==> config.mk <==
export PLATFORM = sky130hd
export DESIGN_NAME = fifo_burst_reader
export DESIGN_NICKNAME = d
export VERILOG_FILES = /design/src/rtl/fifo_burst_reader.sv
export SDC_FILE = /design/constraint.sdc
export NUM_CORES = 1
export LEC_CHECK = 0
export CAP_MARGIN = 20
export CORE_MARGIN = 2
export CORE_UTILIZATION = 40
export DETAILED_ROUTE_END_ITERATION = 10
export MAX_ROUTING_LAYER = met4
export PLACE_DENSITY = 0.78
export SETUP_SLACK_MARGIN = 0.4
export SYNTH_ARGS = -nofsm -noshare
export SYNTH_HDL_FRONTEND = slang
export SYNTH_SLANG_ARGS = --single-unit
==> constraint.sdc <==
create_clock -name clk -period 4.4 [get_ports clk]
set_input_delay 1.1 -clock clk [delete_from_list [all_inputs] [get_ports clk]]
set_output_delay 1.1 -clock clk [all_outputs]
set_load 0.01 [all_outputs]
==> src/rtl/fifo_burst_reader.sv <==
// Drains a programmed burst of words from a FIFO read port onto a valid/ready stream,
// through a 2-entry in-order buffer, tracking a per-burst word count and XOR checksum.
module fifo_burst_reader #(
  parameter int DATA = 32,
  parameter int CNTW = 8
) (
  input  logic            clk,
  input  logic            reset,
  input  logic [DATA-1:0] fifo_data,
  input  logic            fifo_empty,
  output logic            fifo_shift_out,
  input  logic            start,
  input  logic [CNTW-1:0] burst_len,
  output logic [DATA-1:0] m_data,
  output logic            m_valid,
  input  logic            m_ready,
  output logic            busy,
  output logic            done,
  output logic [CNTW-1:0] word_count,
  output logic [DATA-1:0] checksum
);

  typedef enum logic [1:0] {S_IDLE, S_RUN, S_FLUSH, S_DONE} state_t;

  state_t          state, state_nxt;
  logic [CNTW-1:0] pop_left;
  logic [1:0]      buf_cnt;
  logic [DATA-1:0] buf_head, buf_tail;
  logic            transfer, pop, accept;

  assign transfer       = m_valid & m_ready;
  assign accept         = (state == S_IDLE) & start;
  assign pop            = (state == S_RUN) & ~fifo_empty & (pop_left != '0) &
                          ((buf_cnt < 2'd2) | transfer);
  assign fifo_shift_out = pop;
  assign m_valid        = (buf_cnt != 2'd0);
  assign m_data         = m_valid ? buf_head : '0;
  assign busy           = (state == S_RUN) | (state == S_FLUSH);
  assign done           = (state == S_DONE);

  always_comb begin
    state_nxt = state;
    case (state)
      S_IDLE: begin
        if (start) state_nxt = (burst_len != '0) ? S_RUN : S_DONE;
      end
      S_RUN: begin
        if (pop && pop_left == CNTW'(1)) state_nxt = S_FLUSH;
      end
      S_FLUSH: begin
        // No pops happen here, so the burst ends when the last buffered word leaves.
        if (transfer && buf_cnt == 2'd1) state_nxt = S_DONE;
      end
      S_DONE:  state_nxt = S_IDLE;
      default: state_nxt = S_IDLE;
    endcase
  end

  always_ff @(posedge clk or negedge reset) begin
    if (!reset) begin
      state      <= S_IDLE;
      pop_left   <= '0;
      buf_cnt    <= 2'd0;
      word_count <= '0;
      checksum   <= '0;
    end else begin
      state <= state_nxt;
      if (accept)   pop_left <= burst_len;
      else if (pop) pop_left <= pop_left - CNTW'(1);
      case ({pop, transfer})
        2'b10:   buf_cnt <= buf_cnt + 2'd1;
        2'b01:   buf_cnt <= buf_cnt - 2'd1;
        default: buf_cnt <= buf_cnt;
      endcase
      if (accept) begin
        word_count <= '0;
        checksum   <= '0;
      end else if (transfer) begin
        word_count <= word_count + CNTW'(1);
        checksum   <= checksum ^ m_data;
      end
    end
  end

  // Buffer payload needs no reset: buf_cnt alone decides what is visible.
  always_ff @(posedge clk) begin
    if (pop && (buf_cnt == 2'd0 || (buf_cnt == 2'd1 && transfer)))
      buf_head <= fifo_data;
    else if (transfer)
      buf_head <= buf_tail;
    if (pop && ((buf_cnt == 2'd1 && !transfer) || buf_cnt == 2'd2))
      buf_tail <= fifo_data;
  end

endmodule

Word-level counts from Yosys, hierarchy flattened
Cells that the tools add are included.
- register bits after elaboration: 116
- bits in latches: 0
- memory bits (writable): 0
- bits in read-only memories: 0
- output and inout bits: 76
- memories kept: 0
- add/subtract/negate cells: 4
- multiply operators: 0
- div/mod/pow operators: 0
- order comparisons: 1
- equal/unequal tests: 11
- shift-type cells: 0
- muxes and demuxes: 15
- bitwise gates (word level): 9
- reductions and logical operators: 18
- operators by type and width (kind ; count):
    2-to-1 mux 32 bit ; 5
    2-to-1 mux 8 bit ; 4
    bitwise XOR 32 bit ; 1
    nonzero test 8 bit ; 2
    nonzero test 2 bit ; 5
    adder 8 x 1 -> 8 bit (second input constant) ; 1
    == test 2 bit (second input constant) ; 4
    == test 8 x 1 -> 1 bit (second input constant) ; 1
    2-to-1 mux 2 bit ; 4
    case mux 2 bit (4 select lines) ; 1
    subtractor 8 x 1 -> 8 bit (second input constant) ; 1
    == test 2 x 1 -> 1 bit (second input constant) ; 3
    bitwise AND 1 bit ; 5
    logical AND 1 bit ; 5
    zero test 2 bit ; 2
    != test 2 x 1 -> 1 bit (second input constant) ; 2
    case mux 2 bit (2 select lines) ; 1
    AND reduction 3 bit ; 1
    adder 2 x 1 -> 2 bit (second input constant) ; 1
    logical OR 1 bit ; 2
    less-than comparator 2 bit (second input constant) ; 1
    != test 2 bit (second input constant) ; 1
    OR 1 bit ; 2
    subtractor 2 x 1 -> 2 bit (second input constant) ; 1
    2 further kinds ; 2

Logic depth before layout (Yosys ltp)
- depth in word-level cells: 7
- gate-level depth with buffers: 10

Least setup slack after synthesis
OpenSTA, ideal clock, no wires.
- path kind: input to register
- start point: in m_ready
- end point: reg buf_tail[0] (enable)
- data arrival time: 3.102 ns
- slack: 0.876 ns
- cell stages on the path: 6
- cell sequence: buf_2 > nand2b_4 > buf_6 > a21oi_4 > nand3_4 > nor2_1
- word-level cells in the longest chain between the ends: 5
- elaborated cells between the ends (all ways): 7
- those cells by class: bitwise: 3; reduce/logical: 4
- ends and longest elaborated chain (element ; RTL line ; source):
    start: declaration ; 16 ; input logic m_ready,
    bitwise AND 1 bit (*) ; 31 ; assign transfer = m_valid & m_ready;
    zero test 1 bit ; 91 ; if (pop && ((buf_cnt == 2'd1 && !transfer) || buf_cnt == 2'd2))
    logical AND 1 bit ; 91 ;
    logical OR 1 bit ; 91 ;
    logical AND 1 bit (*) ; 91 ;
    end signal: assignment ; 92 ; buf_tail <= fifo_data;
    end: declaration ; 28 ; logic [DATA-1:0] buf_head, buf_tail;
Every way passes the cells marked *; elsewhere a longest branch is shown, timed or not.
A chain may end at the register's enable or synchronous reset.

Worst setup path in the final report
- start point: in m_ready
- end point: out fifo_shift_out
- word-level cells in the longest chain between the ends: 3
- ends and longest elaborated chain (element ; RTL line ; source):
    bitwise AND 1 bit ; 31 ;
    OR 1 bit ; 34 ; ((buf_cnt < 2'd2) | transfer);
    bitwise AND 1 bit ; 33 ; assign pop = (state == S_RUN) & ~fifo_empty & (pop_left != '0) &
    end: declaration ; 11 ; output logic fifo_shift_out,
Every way passes these cells.

==> flow_metrics.py <==
metrics = {
    "yosys": {
        "synth_nets": 464,
        "syn_area_per_cell_um2": 13.05,
        "yosys_warnings": 0,
        "ys_types": 39,
        "synth_area_um2": 5300,
        "synth-seq-area-share": 0.6081,
        "syn-instance-count": 406,
        "ys_seq_elements": 116,
    },
    "clocking": {
        "cts_root_buf": "clkbuf_16",
        "numCtsBuffers": 17,
        "postCtsResizedCells": 0,
        "cts_sinks": 116,
        "cts_hold_buf": 0,
        "tritoncts": "built",
        "post-cts-setup-buffers": 0,
        "cts.clk_slew.worst_paths_ps": 50,
        "clockBufferDepth": 2,
        "htreeDepth": 4,
        "clock_latency_ps": 410,
    },
    "floorplan": {
        "die_h_um": 119.1,
        "die_width_um": 119.1,
        "floorplan.initialDensity": 0.4050,
        "rows": 42,
        "dieArea_um2": 14190,
        "fp.coreArea_um2": 13090,
        "io_pins": 121,
    },
    "route": {
        "drtIter0Drc": 187,
        "first_pass_iters": 4,
        "post-route-drc-count": 0,
        "ant_nets": 0,
        "routedWlPerCell_um": 15.70,
        "postRouteWirelength_um": 11320,
        "viasPerCell": 4.778,
        "vias": 3445,
    },
    "outcome": {
        "status": "finished, final reports clean",
    },
    "placement": {
        "port_buffers": 120,
        "gp_congestion": 0.7608,
        "hpwl_um": 7812,
        "place_ws_ps": 595.3,
    },
    "critical_path": {
        "crit_buf_inv": 3,
        "cp_max_fo": 7,
        "crit_chain": "clkdlybuf4s50_1, nand2b_4, a21oi_4, nand3_4, inv_1, clkdlybuf4s50_1",
        "cp_slowest_cell": "clkdlybuf4s50_1",
        "max_stage_delay_ps": 550,
        "arrival_ps": 2720,
        "worstPathRequired_ps": 3300,
        "crit_path_end_kind": "output port",
        "start_kind": "primary input",
        "crit_family": "buffers and inverters",
        "crit_type": "primary input to output port",
        "cp_common_cell": "clkdlybuf4s50_1",
    },
    "global_routing": {
        "antenna_found_initial": 0,
        "grt-ovfl-total": 0,
        "grt_pass1_wl_um": 18480,
        "grt_pass1_vias": 3678,
        "grt_start_max_net_pins": 53,
        "grt_use_total": 0.1723,
    },
    "timing": {
        "timing_max_transition_violations_final": 0,
        "hold_viol_final": 0,
        "fin_tns_setup_ps": 0,
        "period_share": 0.8683,
        "holdWs_ps": 510.6,
        "clock_skew_ps": 12.56,
        "setup_ws_ps": 579.6,
        "maxSlewHeadroom": 0.3463,
        "rsz0062_at_grt": "no",
        "worst_pin_slew_ps": 978.3,
        "finalSetupViolations": 0,
        "period_needed_ps": 3820,
        "fmax_mhz": 261.8,
    },
    "power_and_ir_drop": {
        "power.density_nw_per_um2": 698.3,
        "leakagePower_nw": 2.959,
        "irDropWorstVdd_uv": 261.2,
    },
    "cells_and_area": {
        "nNetsFinal": 590,
        "layout-drive-gt1-share": 0.1358,
        "synthToLayoutAreaGrowth_pct": 36.97,
        "n_antenna_cell": 0,
    },
    "job": {
        "cap_violations": 0,
    },
    "hold_path": {
        "hp-class": "register to register",
    },
}
[power by group]
part	total (mW)	internal [mW]	switching, mW
Clock	1.40	0.893	0.510
Sequential	1.73	1.53	0.200
Combinational	1.93	0.987	0.947
Total	5.07	3.41	1.66
[through the flow]
stage | power (mW) | util | std cells | cell area [um^2]
2_1_floorplan | 2.791 | - | 406 | 5300
3_3_place_gp | 3.629 | 0.5087 | 689 | 6656
3_5_place_dp | 3.694 | 0.5087 | 689 | 6656
4_1_cts | 5.123 | 0.5548 | 721 | 7259
5_1_grt | 5.353 | 0.5548 | 721 | 7259
6_report | 5.069 | 0.5548 | 721 | 7259
[layer usage]
layer | vias up | global-route usage | share of wire
met4 | 0 | 0.06548 | 0.015
met2 | 84 | 0.2895 | 0.52
met1 | 1724 | 0.2028 | 0.43
met3 | 13 | 0.03831 | 0.034
met5 | - | - | 0
li1 | 1624 | - | -
[layout by cell type (no fill, tap or decap), types with 4 or more instances in the layout]
| cell type | synthesis | layout |
|---|---|---|
| clkdlybuf4s50_1 | 0 | 119 |
| edfxtp_1 | 64 | 64 |
| dfrtp_1 | 52 | 52 |
| nand2_1 | 47 | 47 |
| nor2_1 | 46 | 45 |
| xor2_1 | 42 | 42 |
| nor2b_1 | 32 | 32 |
| mux2_4 | 29 | 29 |
| clkbuf_16 | 0 | 17 |
| ha_1 | 13 | 13 |
| a21oi_1 | 9 | 9 |
| inv_1 | 8 | 8 |
| o21ai_0 | 6 | 6 |
| xnor2_1 | 5 | 5 |
| buf_4 | 0 | 5 |
| nand3_1 | 4 | 4 |
| clkinvlp_4 | 0 | 4 |
| inv_6 | 0 | 4 |
[kinds of logic (layout without fill, tap and decap cells)]
kind of cell | Yosys count | in the layout | share of synthesized area
AO/OA/AOI/OAI | 18 | 18 | 0.02078
adder cells (fa/ha/maj) | 13 | 13 | 0.03069
multiplexers | 35 | 35 | 0.09419
AND/OR/NAND/NOR | 150 | 150 | 0.1421
XOR/XNOR | 47 | 47 | 0.07767
flip-flops | 116 | 116 | 0.6081
buffers and inverters | 27 | 166 | 0.02644
[area by class of cell]
cell class              count  area, um^2
clock buffers              17       425.4
clock inverters            15       177.7
fillers                  1061        5826
inverters                   9       33.78
multi-input cells         263        1946
flip-flops and latches    116        3223
well taps                 176       220.2
repair buffers            125        1234
[path summary, 6_finish.rpt]
path,start,endpoint,slack (ps),cells after the start
worst min register to register,buf_cnt[0],buf_cnt[0],510,1
max in group asynchronous,reset,checksum[10],3110,2
worst max-delay path,m_ready,fifo_shift_out,580,6
worst min-delay path,buf_cnt[0],buf_cnt[0],510,1
min in group asynchronous,reset,checksum[23],830,2
worst max register to register,buf_cnt[1],buf_head[11],1530,8
[cell usage after synthesis, drive strengths merged]
cell type / number / area share
nor3: 1 / 0.00094
o311ai: 1 / 0.0017
nand2: 47 / 0.033
a21oi: 10 / 0.012
nor2: 46 / 0.033
ha: 13 / 0.031
nor2b: 32 / 0.038
inv: 8 / 0.0057
nand3b: 2 / 0.0028
xnor2: 5 / 0.0083
mux2i: 3 / 0.0057
nand4: 3 / 0.0035
dfrtp: 52 / 0.25
mux2: 32 / 0.089
and3: 1 / 0.0012
o21ai: 6 / 0.0057
and4: 1 / 0.0017
or4b: 1 / 0.0019
nand3: 6 / 0.0090
buf: 9 / 0.014
or2: 1 / 0.0012
clkbuf: 9 / 0.0064
and2b: 2 / 0.0028
a221o: 1 / 0.0019
nand4b: 2 / 0.0033
nor4: 2 / 0.0052
xor2: 42 / 0.069
edfxtp: 64 / 0.36
or3: 1 / 0.0012
and2: 1 / 0.0012
nand2b: 1 / 0.0026
clkinv: 1 / 0.00071
[sequential cells by signal, indices dropped and copies added (netlist names)]
name        count
buf_cnt         2
buf_head       32
buf_tail       32
checksum       32
pop_left        8
state           2
word_count      8
Power figures use the tool's default switching activity.
